[src/rtl/blit_pkg.sv]
// Shared sprite-blitter types: control states, sprite IDs and palette constants.
package blit_pkg;

    typedef enum logic [1:0] {
        IDLE  = 2'd0,
        SCAN  = 2'd1,
        DRAIN = 2'd2,
        DONE  = 2'd3
    } state_t;

    localparam logic [1:0] SPR_ROCK    = 2'd0;
    localparam logic [1:0] SPR_SCISSOR = 2'd1;
    localparam logic [1:0] SPR_PAPER   = 2'd2;

    localparam logic [2:0] BLACK = 3'b000;
    localparam logic [2:0] GREEN = 3'b010;
    localparam logic [2:0] WHITE = 3'b111;

endpackage

[src/rtl/blit_delay_line.sv]
// Fixed-depth shift register that carries pixel coordinates alongside the ROM read.
// Latency DEPTH cycles, no backpressure: one entry in and one out every cycle.
module blit_delay_line #(
    parameter int WIDTH = 8,
    parameter int DEPTH = 1
) (
    input  logic             clk_i,
    input  logic             rst_ni,
    input  logic [WIDTH-1:0] din_i,
    output logic [WIDTH-1:0] dout_o
);

    logic [WIDTH-1:0] stage_q [DEPTH];

    always_ff @(posedge clk_i or negedge rst_ni) begin
        if (!rst_ni) begin
            for (int i = 0; i < DEPTH; i++) stage_q[i] <= '0;
        end else begin
            stage_q[0] <= din_i;
            for (int i = 1; i < DEPTH; i++) stage_q[i] <= stage_q[i-1];
        end
    end

    assign dout_o = stage_q[DEPTH-1];

endmodule

[src/rtl/sprite_blitter.sv]
// Copies a 1-bit ROM sprite to a screen rectangle with fg/bg recolouring and edge clipping.
// One pixel per cycle; first plot ROM_LATENCY+2 cycles after start; no backpressure.
module sprite_blitter
    import blit_pkg::*;
#(
    parameter int SCREEN_W    = 160,
    parameter int SCREEN_H    = 120,
    parameter int X_BITS      = 8,
    parameter int Y_BITS      = 7,
    parameter int SPRITE_W    = 80,
    parameter int SPRITE_H    = 120,
    parameter int ADDR_BITS   = 14,
    parameter int SEL_BITS    = 2,
    parameter int COLOUR_BITS = 3,
    parameter int ROM_LATENCY = 1
) (
    input  logic                   CLOCK_50,
    input  logic                   reset_n,
    input  logic                   start,
    input  logic [SEL_BITS-1:0]    sprite_sel,
    input  logic [X_BITS-1:0]      x0,
    input  logic [Y_BITS-1:0]      y0,
    input  logic [COLOUR_BITS-1:0] fg_colour,
    input  logic [COLOUR_BITS-1:0] bg_colour,
    output logic [SEL_BITS-1:0]    rom_sel,
    output logic [ADDR_BITS-1:0]   rom_addr,
    input  logic                   rom_q,
    output logic [X_BITS-1:0]      x,
    output logic [Y_BITS-1:0]      y,
    output logic [COLOUR_BITS-1:0] colour,
    output logic                   plot,
    output logic                   busy,
    output logic                   done
);

    localparam int                DW         = X_BITS + Y_BITS + 1;
    localparam logic [X_BITS-1:0] COL_LAST   = X_BITS'(SPRITE_W - 1);
    localparam logic [Y_BITS-1:0] ROW_LAST   = Y_BITS'(SPRITE_H - 1);
    // Drain covers the ROM latency plus the output register, so done follows the last plot.
    localparam logic [2:0]        DRAIN_LAST = 3'(ROM_LATENCY + 1);

    state_t                   state_q, state_d;
    logic [X_BITS-1:0]        col_q, col_d, x0_q, x0_d;
    logic [Y_BITS-1:0]        row_q, row_d, y0_q, y0_d;
    logic [ADDR_BITS-1:0]     addr_q, addr_d;
    logic [SEL_BITS-1:0]      sel_q, sel_d;
    logic [COLOUR_BITS-1:0]   fg_q, fg_d, bg_q, bg_d;
    logic [2:0]               drain_q, drain_d;
    logic                     push_vld;

    logic [DW-1:0]            dl_out;
    logic [X_BITS-1:0]        t_col;
    logic [Y_BITS-1:0]        t_row;
    logic                     t_vld;
    logic [X_BITS:0]          x_sum;
    logic [Y_BITS:0]          y_sum;

    logic [X_BITS-1:0]        x_q;
    logic [Y_BITS-1:0]        y_q;
    logic [COLOUR_BITS-1:0]   colour_q;
    logic                     plot_q;

    always_ff @(posedge CLOCK_50 or negedge reset_n) begin
        if (!reset_n) begin
            state_q <= IDLE;
            col_q   <= '0;
            row_q   <= '0;
            addr_q  <= '0;
            sel_q   <= '0;
            x0_q    <= '0;
            y0_q    <= '0;
            fg_q    <= '0;
            bg_q    <= '0;
            drain_q <= '0;
        end else begin
            state_q <= state_d;
            col_q   <= col_d;
            row_q   <= row_d;
            addr_q  <= addr_d;
            sel_q   <= sel_d;
            x0_q    <= x0_d;
            y0_q    <= y0_d;
            fg_q    <= fg_d;
            bg_q    <= bg_d;
            drain_q <= drain_d;
        end
    end

    always_comb begin
        state_d  = state_q;
        col_d    = col_q;
        row_d    = row_q;
        addr_d   = addr_q;
        sel_d    = sel_q;
        x0_d     = x0_q;
        y0_d     = y0_q;
        fg_d     = fg_q;
        bg_d     = bg_q;
        drain_d  = drain_q;
        push_vld = 1'b0;
        case (state_q)
            IDLE: begin
                if (start) begin
                    sel_d   = sprite_sel;
                    x0_d    = x0;
                    y0_d    = y0;
                    fg_d    = fg_colour;
                    bg_d    = bg_colour;
                    col_d   = '0;
                    row_d   = '0;
                    addr_d  = '0;
                    drain_d = '0;
                    state_d = SCAN;
                end
            end
            SCAN: begin
                push_vld = 1'b1;
                addr_d   = addr_q + 1'b1;
                if (col_q == COL_LAST) begin
                    col_d = '0;
                    if (row_q == ROW_LAST) state_d = DRAIN;
                    else                   row_d   = row_q + 1'b1;
                end else begin
                    col_d = col_q + 1'b1;
                end
            end
            DRAIN: begin
                if (drain_q == DRAIN_LAST) state_d = DONE;
                else                       drain_d = drain_q + 1'b1;
            end
            DONE:    state_d = IDLE;
            default: state_d = IDLE;
        endcase
    end

    blit_delay_line #(
        .WIDTH (DW),
        .DEPTH (ROM_LATENCY)
    ) u_delay (
        .clk_i  (CLOCK_50),
        .rst_ni (reset_n),
        .din_i  ({col_q, row_q, push_vld}),
        .dout_o (dl_out)
    );

    assign t_col = dl_out[DW-1 -: X_BITS];
    assign t_row = dl_out[Y_BITS:1];
    assign t_vld = dl_out[0];
    assign x_sum = {1'b0, x0_q} + {1'b0, t_col};
    assign y_sum = {1'b0, y0_q} + {1'b0, t_row};

    always_ff @(posedge CLOCK_50 or negedge reset_n) begin
        if (!reset_n) begin
            x_q      <= '0;
            y_q      <= '0;
            colour_q <= '0;
            plot_q   <= 1'b0;
        end else begin
            x_q      <= x_sum[X_BITS-1:0];
            y_q      <= y_sum[Y_BITS-1:0];
            colour_q <= rom_q ? bg_q : fg_q;
            plot_q   <= t_vld && (x_sum < (X_BITS+1)'(SCREEN_W)) && (y_sum < (Y_BITS+1)'(SCREEN_H));
        end
    end

    assign rom_sel  = sel_q;
    assign rom_addr = addr_q;
    assign x        = x_q;
    assign y        = y_q;
    assign colour   = colour_q;
    assign plot     = plot_q;
    assign busy     = (state_q == SCAN) || (state_q == DRAIN);
    assign done     = (state_q == DONE);

endmodule

[config.mk]
export PLATFORM = sky130hd
export DESIGN_NAME = sprite_blitter
export DESIGN_NICKNAME = d
export VERILOG_FILES = /design/src/rtl/blit_pkg.sv /design/src/rtl/blit_delay_line.sv /design/src/rtl/sprite_blitter.sv
export SDC_FILE = /design/constraint.sdc
export NUM_CORES = 1
export LEC_CHECK = 0
export ABC_AREA = 1
export ABC_CLOCK_PERIOD_IN_PS = 4400
export CORE_ASPECT_RATIO = 1.25
export CORE_UTILIZATION = 25
export DETAILED_ROUTE_END_ITERATION = 7
export GPL_TIMING_DRIVEN = 0
export PLACE_DENSITY = 0.41
export SYNTH_ARGS = -nofsm -noshare
export SYNTH_HDL_FRONTEND = slang
export SYNTH_HIERARCHICAL = 1
export SYNTH_SLANG_ARGS = --single-unit
[constraint.sdc]
create_clock -name CLOCK_50 -period 4.4 [get_ports CLOCK_50]
set_input_delay 0.88 -clock CLOCK_50 [delete_from_list [all_inputs] [get_ports CLOCK_50]]
set_output_delay 0.88 -clock CLOCK_50 [all_outputs]
set_load 0.03 [all_outputs]
==> run metrics <==
die area approximately 0.018 mm2; setup TNS 0 ns; Hold Crit Class register to register; commonest non-fill, non-tap cells in the layout 145 x nand2_1, 92 x dfrtp_1, 62 x clkdlybuf4s50_1; placed cell areas 0.00532 mm2; CP Capture Type output pin; Die H 150 um; CTS Root Buffer Type clkbuf_16; Reg2Reg Depth 7; Worst EP required ~3.5 ns; Clock Skew between 0.006 and 0.007 ns; CP startpoint state_q[0]; leading cell type in the layout, fill and taps excluded nand2_1; synth top area cells dfrtp_1 52%, nand2_1 12%, ha_1 7.1%; max_slew headroom 0.577; register bit count reported by yosys just over 90; CTS tree yes; Overflow after GRT 0; antenna-violating nets left 0; CP max stage cell clkdlybuf4s50_1; Cell Pwr Density 600 mW/mm2; largest net degree at the start of global routing 50; Filler Cell Count approximately 1800; CP Cell Sequence inv_1 > ha_1 > clkdlybuf4s50_1; Final setup viols 0; status finished clean; dpl ws about 1.9 ns; crit path DAT around 1.8 ns; syn nets between 500 and 600; Layout area overhead 28.1%; leakage power 2.75 nW; DRT Pass-1 Iters 4; worst r2r src state_q[1]; vias in the first global route approximately 3600; final hold vios 0; PortBufs 63; post-synth top area cell dfrtp_1; Clock Path Buffers 2; CTS clk-pin slew, worst paths roughly 0.070 ns; post_cts resized 0; post-synthesis average cell area approximately 8.8 um2; Max Cap Viol 0; unrepaired setup endpoints after global routing false; multi-input logic area 0.00181 mm2; top_reg_cell synth dfrtp_1; share of flip-flops with an asynchronous set or reset after synthesis 1.00; Cells after DPL approximately 780; Ys Warns 6; global-route wire length before repair between 15 and 20 mm; Starting Density 0.259; Setup Buffers After CTS 0; DR iter-0 viols between 100 and 150; Placer Congestion approximately 0.8; mapped cell area roughly 0.0044 mm2; Tot GR Track Use 0.118; top-area cell type share of the netlist area 0.525; worst slew pin tran about 0.64 ns; fin crit period ~2.7 ns; Worst-Skew Late Latency roughly 0.35 ns; via count 3402; class of the most critical setup path register to output pin; Routed WL approximately 9.6 mm; hold_sp col_q[3]; hold-critical path depth 0; Die Width 121 um; DRC viols 0; antenna violations before repair 0; maximum vdd drop between 0.15 and 0.2 mV; Final Slew Violations 0; Non-Filler Instances 797; H-tree depth 3; CP Launch Type register; Max FO, Critical Path 4; Post-Syn Instances about 500; post-route cell area 0.00562 mm2; DP Wirelength roughly 7.1 mm; CTS Hold Bufs 0; # IOs 64; Worst Path Buf+Inv 2; CTS sink count 92; # rows 53; Cell variety after synth 35; post-synthesis sequential area ratio 0.525; Ant. Diodes 0; share of cells above drive strength 1 0.0763; final period utilization 0.615; critical path depth in cells 3; Max stage delay on crit path 0.68 ns; cell family with most CP delay buffers and inverters; Final WS setup 1.69 ns; FMAX 369 MHz; Placeable Area 0.0170 mm2; Reg area approximately 0.0023 mm2; Num CTS Buffers 9; Routed WL per cell 12.1 um; Post-synth EDFFs 0; Nets about 630; vias per inst around 4.3
[final cells by class]
cell class,instances,share of cell area
Multi-Input combinational cell,335,0.322
Sequential cell,92,0.410
Tap cell,220,0.0490
Clock buffer,9,0.0401
Inverter,63,0.0425
Buffer,7,0.00668
Clock inverter,7,0.0136
Timing Repair Buffer,64,0.117
[synthesized netlist by cell type, types with 3 or more instances]
master and count:
xnor2_1 4, nand2_2 7, clkbuf_1 3, nand2_1 145, nor2_1 32, nand4_1 9
inv_2 3, nand3b_1 3, a21oi_1 26, ha_1 25, o21ai_0 18, nor3_1 9
nand3_1 27, dfrtp_1 92, inv_1 57, buf_2 3, o21ai_1 5, xor2_1 5
[per-layer routing]
metal  wire length, um  global-route usage
met1              4450               0.141
met2              4620               0.199
met3               265              0.0189
met4               313              0.0753
met5                 0                   0
[cells by family after synthesis]
family                     after synthesis  share of synthesized area
AOI/OAI and AO/OA                       58                     0.0716
and+or+nand+nor                        241                      0.243
xor gates and xnor gates                 9                     0.0180
buffers and inverters                   70                     0.0630
DFF                                     92                      0.525
adders and majority gates               27                     0.0804
[where the power goes]
| part | switching, mW | internal (mW) |
|---|---|---|
| logic | 0.828 | 0.511 |
| registers | 0.137 | 1.10 |
| clock network | 0.354 | 0.444 |
| total | 1.32 | 2.05 |
[state kept, by name, indices dropped and copies added, names as in the netlist, 7 cells and up]
signal          flops
x0_q                8
col_q               8
x                   8
rom_addr           14
u_delay/dout_o     16
y                   7
row_q               7
y0_q                7
[path summary, 6_finish.rpt]
kind	end	slack (ns)
max	busy	1.69
min	u_delay/dout_o[11]	0.40
max reg2reg	rom_addr[4]	2.55
min reg2reg	u_delay/dout_o[11]	0.40
max in group asynchronous	x0_q[4]	3.22
min in group asynchronous	rom_addr[13]	0.54
[through the flow]
| step | utilization | total power, mW | hold slack [ns] |
|---|---|---|---|
| 2_1_floorplan | - | 2.12 | 0.373 |
| 3_3_place_gp | 0.312 | 2.60 | 0.381 |
| 3_5_place_dp | 0.313 | 2.62 | 0.390 |
| 4_1_cts | 0.331 | 3.43 | 0.407 |
| 5_1_grt | 0.331 | 3.63 | 0.420 |
| 6_report | 0.331 | 3.37 | 0.404 |
No activity file was read; power rests on OpenSTA's default activity.
